$ cat config.mk
export PLATFORM = sky130hd
export DESIGN_NAME = seq_sub_divider
export DESIGN_NICKNAME = d
export VERILOG_FILES = /design/src/rtl/seq_sub_divider.sv
export SDC_FILE = /design/constraint.sdc
export NUM_CORES = 1
export LEC_CHECK = 0
export CAP_MARGIN = 0
export CORE_MARGIN = 10
export CORE_UTILIZATION = 55
export CTS_CLUSTER_SIZE = 20
export DETAILED_ROUTE_END_ITERATION = 8
export GPL_TIMING_DRIVEN = 1
export PLACE_DENSITY_LB_ADDON = 0.12
export SLEW_MARGIN = 20
export SYNTH_ARGS = -nofsm -noshare
export SYNTH_HDL_FRONTEND = slang
export SYNTH_SLANG_ARGS = --single-unit
$ cat constraint.sdc
create_clock -name CLK -period 6.75 [get_ports CLK]
set_input_delay 1.35 -clock CLK [delete_from_list [all_inputs] [get_ports CLK]]
set_output_delay 1.35 -clock CLK [all_outputs]
set_load 0.02 [all_outputs]
$ cat src/rtl/seq_sub_divider.sv
// seq_sub_divider: 8-bit unsigned divider by repeated subtraction, one subtract-compare step per clock.
// Latency: START accepted at edge 0, DONE high after edge Q+1 (after edge 0 for a zero divisor).
// Backpressure: none; START is sampled only in IDLE and ignored while the block is busy or finishing.
//
// Ports:
//   CLK, RESET          rising-edge clock, asynchronous active-low reset
//   START               request, sampled only in IDLE together with DIVIDEND/DIVISOR
//   DIVIDEND, DIVISOR   8-bit unsigned operands
//   BUSY                high while subtracting (SUB state)
//   DONE                one-cycle completion pulse (FIN state)
//   DIV_ZERO            set by a zero-divisor request, cleared by the next accepted START
//   QUOT, REM           registered results, held until the next completion
//   QUOT_LSB/MSB        active-low gfedcba 7-segment patterns of QUOT nibbles
//   REM_LSB/MSB         active-low gfedcba 7-segment patterns of REM nibbles
//
// Build option: define SEQDIV_HEX_SEG_EN to show nibbles 10-15 as A b C d E F;
// without it those nibbles are blanked. Arithmetic and timing are the same in both builds.

module seq_sub_divider (
   input  logic       CLK,
   input  logic       RESET,
   input  logic       START,
   input  logic [7:0] DIVIDEND,
   input  logic [7:0] DIVISOR,
   output logic       BUSY,
   output logic       DONE,
   output logic       DIV_ZERO,
   output logic [7:0] QUOT,
   output logic [7:0] REM,
   output logic [6:0] QUOT_LSB,
   output logic [6:0] QUOT_MSB,
   output logic [6:0] REM_LSB,
   output logic [6:0] REM_MSB
);

   typedef enum logic [1:0] {
      S_IDLE = 2'd0,
      S_SUB  = 2'd1,
      S_FIN  = 2'd2
   } state_t;

   state_t     r_state;
   state_t     w_state_nxt;

   // Working remainder, divisor copy and subtraction count.
   logic [7:0] r_wrem;
   logic [7:0] r_dcopy;
   logic [7:0] r_cnt;

   // Visible results.
   logic [7:0] r_quot;
   logic [7:0] r_rem;
   logic       r_div_zero;

   logic [7:0] w_wrem_nxt;
   logic [7:0] w_dcopy_nxt;
   logic [7:0] w_cnt_nxt;
   logic [7:0] w_quot_nxt;
   logic [7:0] w_rem_nxt;
   logic       w_div_zero_nxt;

   always_ff @(posedge CLK or negedge RESET) begin
      if (!RESET) begin
         r_state    <= S_IDLE;
         r_wrem     <= 8'd0;
         r_dcopy    <= 8'd0;
         r_cnt      <= 8'd0;
         r_quot     <= 8'd0;
         r_rem      <= 8'd0;
         r_div_zero <= 1'b0;
      end else begin
         r_state    <= w_state_nxt;
         r_wrem     <= w_wrem_nxt;
         r_dcopy    <= w_dcopy_nxt;
         r_cnt      <= w_cnt_nxt;
         r_quot     <= w_quot_nxt;
         r_rem      <= w_rem_nxt;
         r_div_zero <= w_div_zero_nxt;
      end
   end

   always_comb begin
      w_state_nxt    = r_state;
      w_wrem_nxt     = r_wrem;
      w_dcopy_nxt    = r_dcopy;
      w_cnt_nxt      = r_cnt;
      w_quot_nxt     = r_quot;
      w_rem_nxt      = r_rem;
      w_div_zero_nxt = r_div_zero;

      case (r_state)
         S_IDLE: begin
            if (START) begin
               if (DIVISOR != 8'd0) begin
                  w_wrem_nxt     = DIVIDEND;
                  w_dcopy_nxt    = DIVISOR;
                  w_cnt_nxt      = 8'd0;
                  w_div_zero_nxt = 1'b0;
                  w_state_nxt    = S_SUB;
               end else begin
                  // Zero divisor: report saturated quotient, skip the subtract loop.
                  w_quot_nxt     = 8'hFF;
                  w_rem_nxt      = DIVIDEND;
                  w_div_zero_nxt = 1'b1;
                  w_state_nxt    = S_FIN;
               end
            end
         end

         S_SUB: begin
            // The compare guards the subtract, so R never underflows and the
            // count tops out at 255 (255/1).
            if (r_wrem >= r_dcopy) begin
               w_wrem_nxt = r_wrem - r_dcopy;
               w_cnt_nxt  = r_cnt + 8'd1;
            end else begin
               w_quot_nxt  = r_cnt;
               w_rem_nxt   = r_wrem;
               w_state_nxt = S_FIN;
            end
         end

         S_FIN: begin
            w_state_nxt = S_IDLE;
         end

         default: begin
            w_state_nxt = S_IDLE;
         end
      endcase
   end

   assign BUSY     = (r_state == S_SUB);
   assign DONE     = (r_state == S_FIN);
   assign DIV_ZERO = r_div_zero;
   assign QUOT     = r_quot;
   assign REM      = r_rem;

   // Active-low gfedcba pattern for one nibble.
   function automatic logic [6:0] f_seg(input logic [3:0] i_nib);
      logic [6:0] w_pat;
      w_pat = 7'b1111111;
      case (i_nib)
         4'h0: w_pat = 7'b1000000;
         4'h1: w_pat = 7'b1111001;
         4'h2: w_pat = 7'b0100100;
         4'h3: w_pat = 7'b0110000;
         4'h4: w_pat = 7'b0011001;
         4'h5: w_pat = 7'b0010010;
         4'h6: w_pat = 7'b0000010;
         4'h7: w_pat = 7'b1111000;
         4'h8: w_pat = 7'b0000000;
         4'h9: w_pat = 7'b0010000;
`ifdef SEQDIV_HEX_SEG_EN
         4'hA: w_pat = 7'b0001000;
         4'hB: w_pat = 7'b0000011;
         4'hC: w_pat = 7'b1000110;
         4'hD: w_pat = 7'b0100001;
         4'hE: w_pat = 7'b0000110;
         4'hF: w_pat = 7'b0001110;
`else
         // Decimal-only display: hex digits are blanked.
         default: w_pat = 7'b1111111;
`endif
      endcase
      return w_pat;
   endfunction

   assign QUOT_LSB = f_seg(r_quot[3:0]);
   assign QUOT_MSB = f_seg(r_quot[7:4]);
   assign REM_LSB  = f_seg(r_rem[3:0]);
   assign REM_MSB  = f_seg(r_rem[7:4]);

endmodule

# After elaboration in Yosys (flattened, before gate mapping)
# Memories as Yosys holds them, arrays and structs flattened.
# Cells that the tools add are included.
# op_classes
n_reduce_logical	8
n_lt_le_gt_ge	1
eq_ne	7
mux	21
n_addsub	2
# op_table
op	count
$mux W8	12
$pmux W8 S2	4
$add A8 B1 Y8 const B	1
$ge A8 B8 Y1	1
$ne A2 B2 Y1 const B	4
$reduce_and A4 Y1	2
$reduce_bool A8 Y1	1
$sub A8 B8 Y8	1
$mux W2	3
$pmux W2 S2	1
$reduce_and A2 Y1	2
$reduce_and A3 Y1	1
$eq A2 B1 Y1 const B	1
$eq A2 B2 Y1 const B	1
$logic_not A2 Y1	1
$ne A2 B1 Y1 const B	1
$reduce_bool A2 Y1	1
$mux W1	1
# totals
rom_bits	448
register_bits	43
mem_count	4
input_bits	19
# memory_table
name	depth	width	rd	rd_clocked_by_memory_dff	write_ports	line	text
(name not given)	16	7	1	0	0	143	case (i_nib)
(name not given)	16	7	1	0	0	143	
(name not given)	16	7	1	0	0	143	
(name not given)	16	7	1	0	0	143	

# Depth between registers and ports, before layout
# depth
ltp_word	4
ltp_mapped	10
ltp_nobuf	9

# Worst setup path before layout
# No wires, ideal clock.
# synth_timing
kind	register -> output
start	reg r_quot[5] (netlist: QUOT[5])
end	out QUOT_MSB[4]
required_time_ps	5400
setup_slack_ps	3938
arrival_ps	1462
stages_incl_launch_ff	6
path_buffers	0
path_cell_list	dfrtp_1 inv_1 ha_1 nand2_1 o21ai_0 o21ai_0
# synth_via
elab_chain_len	1
# synth_rtl
element	line	text
from (decl)	51	logic [7:0] r_quot;
from (signal assigned)	76	r_quot <= w_quot_nxt;
$mem_v2 Z16 W7	-	
to (decl)	31	output logic [6:0] QUOT_MSB,
# Every way passes these cells.

# Worst setup path after layout
# layout_timing
start	reg r_state[0]
end	out BUSY
# layout_via
elab_chain_len	1
# layout_rtl
element	line	text
from (decl)	42	state_t r_state;
from (signal assigned)	72	r_state <= w_state_nxt;
$eq A2 B1 Y1	133	assign BUSY = (r_state == S_SUB);
to (decl)	25	output logic BUSY,
# Every way passes these cells.

==> run summary <==
The final worst clock skew came out at 6.492 ps. The biggest cell delay along the critical path is 710 ps. For this run, the leading register cell type out of synthesis is sky130_fd_sc_hd__dfrtp_1. The die area came out at 9274 um2. Of the cells placed in the final design, the portion with a size suffix greater than 1 is 9.217%.

The total length of routed wires is 7465 um. Entering global routing, the biggest net connects 44 pins. The number of port buffers is 65. The number of endpoints failing setup at the final stage is 0. The share of the synthesized area in the top cell type is 33.61%. The total global routing track utilization came out at 15.95%. After synthesis, the share of flip-flops with an asynchronous set or reset is 100.0%. The number of gates resized after CTS came out at 0. The deepest level of the CTS H-tree is 2. STA classifies the critical path endpoint as a primary output. Measured along the x axis, the die boundary spans 96.30 um. The insertion delay of the later-clocked pin in the worst-skew pair is 290 ps. The initial utilization of the core area, before any placement, comes to 57.44%. The HPWL reported at the end of detailed placement came out at 5654 um. The largest area contributor in the netlist is sky130_fd_sc_hd__dfrtp_1. The cell chosen for the clock root is sky130_fd_sc_hd__clkbuf_8. Dividing the detail-routed wire length by the instance count gives 14.75 um. The slew at the pin with the worst max-slew slack came out at 918.7 ps. The clock transition at the registers of the reported paths came out at 80 ps. The via total after detailed routing came out at 2823. The floorplan die height came out at 96.30 um. The initial antenna violation count came out at 0. The number of register bits inferred by synthesis is 43. The number of hold-repair buffers added at the cts stage came out at 0. The clock passes through at most 2 buffers. Once layout is complete, the cells apart from fillers number 506.

The area growth from synthesis to layout is 23.80%. The number of pins exceeding their max-slew limit in the final report is 0. The number of setup buffers added after CTS is 0.

The average cell area after synthesis came out at 8.561 um2. The number of detailed-route iterations in the first pass came out at 4. In this run the tightest slew margin relative to its limit is 38.75%. After synthesis, the cell types taking the most area are sky130_fd_sc_hd__dfrtp_1, sky130_fd_sc_hd__ha_1, sky130_fd_sc_hd__o21ai_0. The final antenna diode count came out at 0. At the worst endpoint, the arrival time is 2330 ps. For this design the top-level I/O count stands at 66.

The cell count after synthesis came out at 374. The fmax came out at 271.5 MHz. Adding up every negative setup slack in the final design gives 0 ps. The worst setup slack before clock tree synthesis came out at 2858 ps.

The total core area is 5574 um2. Data on the critical path is required at its endpoint by 5400 ps. Clock tree synthesis inserted a total of 5 buffers. The post-synth net total is 423.

The count of endpoints failing hold in the final timing report is 0. The number of vias per cell after detailed routing came out at 5.579. The clock net in this run drives a total of 43 sinks. TritonCTS built the clock tree. Among all stages on the critical path, the largest delay is contributed by sky130_fd_sc_hd__clkdlybuf4s50_1. The clock period minus worst slack came out at 3683 ps.

The maximum net fanout on the critical path is 33. In this run the worst hold path is classified as reg -> reg. Routability-driven placement finished with a final weighted congestion of 0.8732. Once detail routing completed, the nets flagged for antenna violations numbered 0. The initial DRC count came out at 145. The signal on the critical path passes through nand2b_4 > inv_1 > clkdlybuf4s50_1. The count of max-cap constraint violations came out at 0. The count of flip-flops with a built-in enable after synthesis came out at 0. For this run, design rule violations remaining after detail routing come to 0.

STA classifies the critical path startpoint as a flop. The count of cell types in the netlist is 53. The final worst-path setup slack came out at 3067 ps. The cell area after technology mapping is 3202 um2. The net count reported at finish came out at 482. The setup path with the least slack is of type reg -> out. The total overflow reported by the global router is 0. The worst hold slack is 493.3 ps. The site row count came out at 27.

The share of synthesized area occupied by flip-flops and latches came out at 33.61%. Dividing the final minimum period by the clock period gives 54.56%. In this run, placement finished with an instance count of 497. The run finished with clean final reports.

Setup repair after global routing left no endpoint under its margin. The number of global-route vias before repair came out at 2650. The wire length of the first global-routing pass came out at 12290 um.

During synthesis, Yosys emitted a total of 0 warnings.
-- state kept, by name, indices dropped and copies added, names as in the netlist --
name / count
r_cnt: 8
DIV_ZERO: 1
QUOT: 8
r_state: 2
r_wrem: 8
REM: 8
r_dcopy: 8
-- Yosys cell counts, types with 2 or more instances --
| master | count |
|---|---|
| sky130_fd_sc_hd__a21oi_2 | 2 |
| sky130_fd_sc_hd__nor2_1 | 42 |
| sky130_fd_sc_hd__clkbuf_8 | 2 |
| sky130_fd_sc_hd__nand4_1 | 3 |
| sky130_fd_sc_hd__a21oi_1 | 22 |
| sky130_fd_sc_hd__a22oi_1 | 2 |
| sky130_fd_sc_hd__mux2_2 | 7 |
| sky130_fd_sc_hd__mux2i_1 | 3 |
| sky130_fd_sc_hd__o21a_1 | 2 |
| sky130_fd_sc_hd__ha_1 | 29 |
| sky130_fd_sc_hd__nor2_4 | 2 |
| sky130_fd_sc_hd__o21ai_0 | 49 |
| sky130_fd_sc_hd__a211oi_4 | 3 |
| sky130_fd_sc_hd__a31oi_2 | 5 |
| sky130_fd_sc_hd__and3_1 | 4 |
| sky130_fd_sc_hd__buf_6 | 3 |
| sky130_fd_sc_hd__or2_2 | 4 |
| sky130_fd_sc_hd__nor3_1 | 3 |
| sky130_fd_sc_hd__and2_1 | 2 |
| sky130_fd_sc_hd__o31ai_1 | 9 |
| sky130_fd_sc_hd__dfrtp_1 | 43 |
| sky130_fd_sc_hd__o22ai_1 | 3 |
| sky130_fd_sc_hd__clkbuf_1 | 4 |
| sky130_fd_sc_hd__nand3b_1 | 2 |
| sky130_fd_sc_hd__inv_1 | 27 |
| sky130_fd_sc_hd__nand2_1 | 47 |
| sky130_fd_sc_hd__nor2b_1 | 3 |
| sky130_fd_sc_hd__nand3_1 | 3 |
| sky130_fd_sc_hd__buf_2 | 4 |
| sky130_fd_sc_hd__a31oi_1 | 11 |
| sky130_fd_sc_hd__nand2b_1 | 7 |
-- worst paths after layout --
check	to	cells past startpoint	slack (ps)	startpoint
worst max-delay path	BUSY	3	3070	r_state[0]$_DFFE_PN0P_
worst min-delay path	r_cnt[7]$_DFFE_PN0P_	1	490	r_cnt[7]$_DFFE_PN0P_
worst max register to register	r_wrem[3]$_DFFE_PN0P_	9	3990	r_wrem[0]$_DFFE_PN0P_
worst min register to register	r_cnt[7]$_DFFE_PN0P_	1	490	r_cnt[7]$_DFFE_PN0P_
max in group asynchronous	r_dcopy[2]$_DFFE_PN0P_	1	4990	RESET
min in group asynchronous	r_cnt[0]$_DFFE_PN0P_	1	1180	RESET
-- cells in the final DEF, fill, tap and decap left out, types with 2 or more instances in the layout --
cell type                         count
sky130_fd_sc_hd__clkdlybuf4s50_1     64
sky130_fd_sc_hd__o21ai_0             49
sky130_fd_sc_hd__nand2_1             47
sky130_fd_sc_hd__dfrtp_1             43
sky130_fd_sc_hd__nor2_1              42
sky130_fd_sc_hd__ha_1                29
sky130_fd_sc_hd__inv_1               27
sky130_fd_sc_hd__a21oi_1             22
sky130_fd_sc_hd__a31oi_1             11
sky130_fd_sc_hd__o31ai_1              9
sky130_fd_sc_hd__nand2b_1             7
sky130_fd_sc_hd__mux2_2               7
sky130_fd_sc_hd__a31oi_2              5
sky130_fd_sc_hd__clkbuf_8             5
sky130_fd_sc_hd__or2_2                4
sky130_fd_sc_hd__and3_1               4
sky130_fd_sc_hd__mux2i_1              3
sky130_fd_sc_hd__nor2b_1              3
sky130_fd_sc_hd__nand3_1              3
sky130_fd_sc_hd__a211oi_4             3
sky130_fd_sc_hd__nand4_1              3
sky130_fd_sc_hd__o22ai_1              3
sky130_fd_sc_hd__nor3_1               3
sky130_fd_sc_hd__a22oi_1              2
sky130_fd_sc_hd__a21oi_2              2
sky130_fd_sc_hd__nor2_4               2
sky130_fd_sc_hd__and2_1               2
sky130_fd_sc_hd__o21a_1               2
sky130_fd_sc_hd__nand3b_1             2
-- kinds of logic after synthesis --
logic type | count (synthesis) | synth area share (%)
adder cells (fa/ha/maj) | 30 | 11.96
flip-flops | 43 | 33.61
buffers and inverters | 42 | 6.526
multiplexers | 11 | 3.752
AND/OR/NAND/NOR | 131 | 19.97
AO/OA/AOI/OAI | 116 | 23.92
XOR/XNOR | 1 | 0.2736
-- cell type report --
cell class / count / area [um2]
Clock buffer: 5 / 68.82
Clock inverter: 3 / 46.29
Fill cell: 465 / 1610
Inverter: 28 / 105.1
Multi-Input combinational cell: 289 / 1917
Sequential cell: 43 / 1076
Tap cell: 72 / 90.09
Timing Repair Buffer: 66 / 660.6
-- worst max-delay path, delay by kind of cell (launching register included) --
kind	cells	cell delay (ps)
flip-flops	1	570
buffers and inverters	2	1170
AND/OR/NAND/NOR	1	280
-- stage by stage --
step                      utilization (%)  cell area [um2]
after floorplan                         -             3202
after global placement              68.78             3834
after detailed placement            68.78             3834
after CTS                           70.84             3949
after global routing                71.11             3964
final                               71.11             3964
-- routing by layer --
metal | track usage, % | vias up | part of all wire [%]
met5 | 0 | - | 0
met4 | 3.632 | 0 | 0.78
met3 | 2.802 | 6 | 6.1
met2 | 27.13 | 67 | 48
met1 | 20.59 | 1319 | 46
li1 | - | 1431 | -
Power is not shown: default switching activity piles up to over one toggle a cycle in this logic, so the estimate is an artifact.
